==> src/rtl/cntr8_sched.sv <==
// Round-robin two-requester scheduler driving an 8-bit up/down counter.
// One command (LOAD / UP N / DOWN N / HOLD N) runs at a time; otherwise the counter is parked.
module cntr8_sched #(
    parameter int DATA_W = 8
) (
    input  logic              clk,
    input  logic              reset_n,
    input  logic              req0,
    input  logic              req1,
    input  logic [1:0]        op0,
    input  logic [1:0]        op1,
    input  logic [DATA_W-1:0] arg0,
    input  logic [DATA_W-1:0] arg1,
    input  logic [DATA_W-1:0] cnt_val,
    output logic              gnt0,
    output logic              gnt1,
    output logic              done0,
    output logic              done1,
    output logic              busy,
    output logic              load,
    output logic              inc,
    output logic [DATA_W-1:0] d_in
);

    typedef enum logic [1:0] {
        IDLE = 2'd0,
        EXEC = 2'd1,
        DONE = 2'd2
    } state_t;

    localparam logic [1:0] OP_LOAD = 2'b00;
    localparam logic [1:0] OP_UP   = 2'b01;
    localparam logic [1:0] OP_HOLD = 2'b11;

    localparam logic [DATA_W-1:0] REM_ZERO = {DATA_W{1'b0}};
    localparam logic [DATA_W-1:0] REM_ONE  = {{(DATA_W-1){1'b0}}, 1'b1};

    state_t            state_r;
    state_t            state_s;
    logic              owner_r;
    logic [1:0]        op_r;
    logic [DATA_W-1:0] arg_r;
    logic [DATA_W-1:0] rem_r;
    logic              rr_r;

    logic              pick_s;
    logic [1:0]        sel_op_s;
    logic [DATA_W-1:0] sel_arg_s;

    // Arbitration: a lone requester wins outright; on contention the rr pointer decides.
    always_comb begin
        pick_s = 1'b0;
        if (req0 && req1) begin
            pick_s = rr_r;
        end else if (req1) begin
            pick_s = 1'b1;
        end else begin
            pick_s = 1'b0;
        end
        if (pick_s) begin
            sel_op_s  = op1;
            sel_arg_s = arg1;
        end else begin
            sel_op_s  = op0;
            sel_arg_s = arg0;
        end
    end

    // Next-state and counter-control decode; the default outputs park the counter on its own value.
    always_comb begin
        state_s = state_r;
        gnt0    = 1'b0;
        gnt1    = 1'b0;
        done0   = 1'b0;
        done1   = 1'b0;
        busy    = 1'b0;
        load    = 1'b1;
        inc     = 1'b0;
        d_in    = cnt_val;
        case (state_r)
            IDLE: begin
                if (req0 || req1) begin
                    state_s = EXEC;
                end else begin
                    state_s = IDLE;
                end
            end
            EXEC: begin
                busy = 1'b1;
                gnt0 = ~owner_r;
                gnt1 = owner_r;
                if (op_r == OP_LOAD) begin
                    d_in    = arg_r;
                    state_s = DONE;
                end else if (rem_r == REM_ZERO) begin
                    state_s = DONE;
                end else begin
                    if (op_r == OP_HOLD) begin
                        load = 1'b1;
                    end else begin
                        load = 1'b0;
                        inc  = (op_r == OP_UP);
                    end
                    if (rem_r == REM_ONE) begin
                        state_s = DONE;
                    end else begin
                        state_s = EXEC;
                    end
                end
            end
            DONE: begin
                busy    = 1'b1;
                done0   = ~owner_r;
                done1   = owner_r;
                state_s = IDLE;
            end
            default: begin
                state_s = IDLE;
            end
        endcase
    end

    // State, captured command and round-robin pointer.
    always_ff @(posedge clk) begin
        if (!reset_n) begin
            state_r <= IDLE;
            owner_r <= 1'b0;
            op_r    <= 2'b00;
            arg_r   <= REM_ZERO;
            rem_r   <= REM_ZERO;
            rr_r    <= 1'b0;
        end else begin
            state_r <= state_s;
            case (state_r)
                IDLE: begin
                    if (req0 || req1) begin
                        owner_r <= pick_s;
                        op_r    <= sel_op_s;
                        arg_r   <= sel_arg_s;
                        rem_r   <= sel_arg_s;
                    end
                end
                EXEC: begin
                    if (rem_r != REM_ZERO) begin
                        rem_r <= rem_r - REM_ONE;
                    end
                end
                DONE: begin
                    rr_r <= ~owner_r;
                end
                default: begin
                    rr_r <= rr_r;
                end
            endcase
        end
    end

endmodule

==> config.mk <==
export PLATFORM = sky130hd
export DESIGN_NAME = cntr8_sched
export DESIGN_NICKNAME = d
export VERILOG_FILES = /design/src/rtl/cntr8_sched.sv
export SDC_FILE = /design/constraint.sdc
export NUM_CORES = 1
export LEC_CHECK = 0
export BUFFER_PORTS_ARGS = -buffer_cell sky130_fd_sc_hd__buf_2
export CORE_AREA = 2 2 68 70
export DETAILED_ROUTE_END_ITERATION = 10
export DIE_AREA = 0 0 70 72
export PLACE_DENSITY = 0.66
export SLEW_MARGIN = 10
export SYNTH_ARGS = -nofsm -noshare
export SYNTH_HDL_FRONTEND = slang
export SYNTH_SLANG_ARGS = --single-unit
==> constraint.sdc <==
create_clock -name clk -period 1.8 [get_ports clk]
set_input_delay 0.36 -clock clk [delete_from_list [all_inputs] [get_ports clk]]
set_output_delay 0.36 -clock clk [all_outputs]
set_load 0.02 [all_outputs]
# Word-level counts from Yosys, hierarchy flattened

Index checks and enable logic that the tools add are counted.

Flip-flop bits (word level): 22
Bits in latches: 0
RAM bits: 0
Bits in read-only memories: 0
Logic and storage cells: 52
Memories kept: 0

$add $sub $neg: 1
Multiply operators: 0
Divide/modulo/power cells: 0
Order comparisons: 0
Equality and inequality tests: 7
Shift operators: 0
Mux-type cells: 27
Bitwise operators: 1
Reduce and logical (&&, ||, !) cells: 10

Operators by type and width:

| cell                  | count |
|---|---|
| $mux W8               | 5 |
| $mux W1               | 16 |
| $pmux W8 S2           | 1 |
| $eq A8 B1 Y1 const B  | 1 |
| $logic_not A8 Y1      | 1 |
| $mux W2               | 4 |
| $reduce_bool A8 Y1    | 1 |
| $sub A8 B1 Y8 const B | 1 |
| $eq A2 B1 Y1 const B  | 2 |
| $eq A2 B2 Y1 const B  | 2 |
| $logic_not A2 Y1      | 2 |
| $ne A2 B2 Y1 const B  | 2 |
| $pmux W2 S2           | 1 |
| $reduce_and A3 Y1     | 1 |
| $reduce_and A2 Y1     | 1 |
| $reduce_bool A2 Y1    | 1 |
| $reduce_or A2 Y1      | 1 |
| $logic_and A1 B1 Y1   | 1 |
| $logic_or A1 B1 Y1    | 1 |
| $not A1 Y1            | 1 |

# Depth between registers and ports, before layout

Depth in word-level cells: 5
Gate-level depth with buffers: 8
Mapped depth without buffers: 6

# Worst setup path before layout

No wires, ideal clock.

Kind: register -> output
Start: register state_r[1]
End: output port d_in[0]
Arrival: 1.454 ns
Data required time: 1.440 ns
Slack: -0.014 ns
Cell stages (with the launch flop): 7
Path buffers: 1
Cell sequence: dfxtp_1 inv_1 ha_1 buf_2 inv_2 nor3_4 mux2_1

Cells in the longest elaborated chain, start to end: 2

Ends and longest elaborated chain:

| item                     | RTL line | text |
|---|---|---|
| start: declaration       | 38       | `state_t state_r;` |
| start signal: assignment | 133      | `state_r <= state_s;` |
| $eq A2 B1 Y1             | 80       | `case (state_r)` |
| $mux W8                  | 80       |  |
| end: declaration         | 22       | `output logic [DATA_W-1:0] d_in` |

No other way between the ends.

# Final worst setup path

Start: register state_r[1]
End: output port d_in[4]

The elaborated chain is that of the path after synthesis.

==> flow_summary.toml <==
[placed_design]
placedCellCount = 277
io_buffers = 46
dp_hpwl_um = 3023
pre_cts_ws_ps = 28.53
place.gp.congestion = 0.8449

[power]
p_sw_uw = 1116
p_leak_uw = 0.0009323
powerDensity_mw_per_mm2 = 1320
vdd_drop_max_v = 0.0006116
power_frac_clock_pct = 11.2
comb_power_share_pct = 61.6
pwr-share-seq_pct = 27.2
internal-power_uw = 1649
sw_frac_of_total_pct = 40.37

[worst_setup_path]
crit_path_end_kind = "primary output"
rrSetupSlack_ps = 30
critPathLaunchType = "flip-flop"
crit_arrival_ps = 1610
cp.required_ps = 1440
cp_max_fo = 8
critPathKind = "flip-flop to primary output"

[clocking]
cts_tree = "yes"
htreeDepth = 1
clock_sinks = 22
clk_latency_ps = 260
ctsLongestPathBuffers = 2
path_clk_slew_ps = 80
holdBufCountCts = 0
cts-root-buf = "clkbuf_8"
numCtsBuffers = 3

[die]
die_h_um = 72
die-area_mm2 = 0.005040
ios = 47
die_w_um = 70
rows = 24
initial_core_util_pct = 34.15
core_area_mm2 = 0.004264

[timing]
tns_ps = -1196
clock.fmax_mhz = 507.4
fin_crit_ps = 1971
skew_ps = 2.202
slew-limit-headroom_pct = 67.43
drv_slew = 0
setup_slack_ps = -171.0
rsz0062_at_grt = "yes"
worst_pin_slew_ps = 487.9
finalCritPeriodShare_pct = 109.5
final_hold_viol_count = 0
setup_viol = 8

[logic_synthesis]
synth_enable_flop_cells = 0
synthArstFlopShare_pct = 0
syn_nets = 208
syn_area_mm2 = 0.001456
synth_ff_type = "dfxtp_1"
synthDistinctLibCells = 49
syn_avg_cell_area_um2 = 8.567
yosys_register_bits = 22
yosysSeqAreaShare_pct = 30.24
synthCells = 170
yosysWarnings = 0

[routing]
route.detailed.drc = 0
vias = 1500
ant_nets = 0
vias_per_cell = 5.282
drt_wl_total_um = 4023
drtPass1Iterations = 4
drtIter0Drc = 96
wl_per_cell_um = 14.17

[global_routing]
grt_pass1_vias = 1451
grt_start_max_net_pins = 21
grt_pass1_wl_um = 6713
grt.total_usage_pct = 16.16
grt_remaining_overflow = 0
antenna_found_initial = 0

[hold_path]
hp-class = "primary input to flip-flop"

[layout]
nNetsFinal = 272
diodes = 0
fill_cells = 422
final_cells = 284
layout-drive-gt1-share_pct = 47.41
syn_to_final_growth_pct = 43.81

[run_status]
failed_checks = "negative setup slack"
status = "complete, but fails checks"

[job]
maxCapViolations = 0
[placed cells by master, fill, tap and decap left out, drive strengths merged, types with 2 or more instances in the layout]
cell type and instances:
dfxtp 22, ha 6, o21a 2, inv 10, buf 69, nor3b 2, and2 3, nand3 4
clkbuf 3, a41o 2, o211ai 7, a311oi 6, nor3 5, mux2 8, a21oi 4, o31ai 2
a211oi 5, mux2i 5, nor4 3, o21ai 10, nor2b 4, a32o 3, nand3b 2, nor2 17
nand2 14
[synth_stat cells (all sizes together) (3+ instances only)]
library cell  number  share of area, %
a211oi             5               2.9
a21oi              4               1.4
a311oi             6               4.0
a32o               3               2.2
and2               3               1.5
buf                5               2.1
clkbuf             5               1.3
dfxtp             22                30
ha                 6               5.2
inv               10               2.6
mux2               8               6.2
mux2i              5               3.4
nand2             14               3.6
nand3              4               1.4
nor2              17               4.4
nor2b              4               1.7
nor3               5               2.8
nor4               3               2.1
o211ai             7               3.6
o21ai             10               3.4
[final cells by class]
type | count | area, µm² | share of cell area (%)
sequential | 22 | 445.4 | 21.27
inverter | 10 | 37.54 | 1.792
timing repair buffer | 69 | 498.0 | 23.78
multi-input combinational | 128 | 1007 | 48.09
tap | 52 | 65.06 | 3.106
clock buffer | 3 | 41.29 | 1.971
[worst max-delay path, stage by stage (launching register included)]
cell,delay (ps)
dfxtp_2,330
inv_2,70
ha_4,130
inv_2,40
nor3_4,140
buf_12,150
mux2_2,330
buf_2,160
[path summary, 6_finish.rpt]
kind | startpoint | end | depth (start not counted)
setup / recovery | state_r[1] | d_in[4] | 7
hold / removal | op1[0] | op_r[0] | 3
setup reg to reg | state_r[1] | rem_r[7] | 9
hold reg to reg | arg_r[0] | arg_r[0] | 2
[cell families (layout without fill, tap and decap cells)]
kind of cell	count (synthesis)	in the layout	synth area share, %
multiplexers	13	13	9.622
AND/OR/NAND/NOR	61	61	23.97
buffers and inverters	20	82	6.013
AO/OA/AOI/OAI	47	47	24.40
adder cells (fa/ha/maj)	6	6	5.155
XOR/XNOR	1	1	0.6015
flip-flops	22	22	30.24
[metrics by stage]
step / power, µW / area, µm² / hold slack (ps) / utilization, %
after floorplan: 1667 / 1456 / 472.9 / -
after global placement: 2147 / 1869 / 488.3 / 43.84
after detailed placement: 2158 / 1869 / 489.7 / 43.84
after CTS: 2560 / 2001 / 351.7 / 46.92
after global routing: 2966 / 2095 / 351.3 / 49.12
final: 2765 / 2095 / 347.5 / 49.12
[sequential cells by signal, summed over array words and instances (netlist names)]
name and flops:
arg_r 8, rem_r 8, op_r 2, state_r 2, owner_r 1, rr_r 1
[power by group through the flow]
stage,clock network (µW),registers (µW),logic [µW]
3_3_place_gp,0,739,1410
4_1_cts,315,736,1510
5_1_grt,339,775,1850
3_5_place_dp,0,740,1420
2_1_floorplan,0,747,920
6_report,310,753,1700
[routing by layer]
metal | GRT usage [%] | wire length [µm] | up-vias
met5 | 0 | 0 | -
met3 | 4.028 | 253 | 4
met4 | 1.923 | 29 | 0
li1 | - | - | 757
met2 | 28.47 | 1926 | 44
met1 | 20.75 | 1814 | 695
[what timing repair did]
action,4_1_cts,5_1_grt
endpoints found under the setup margin,9,19
gates resized for setup,24,21
setup buffers,2,2
hold endpoints to repair,0,0
pin swaps,1,6
Power figures use the tool's default switching activity.
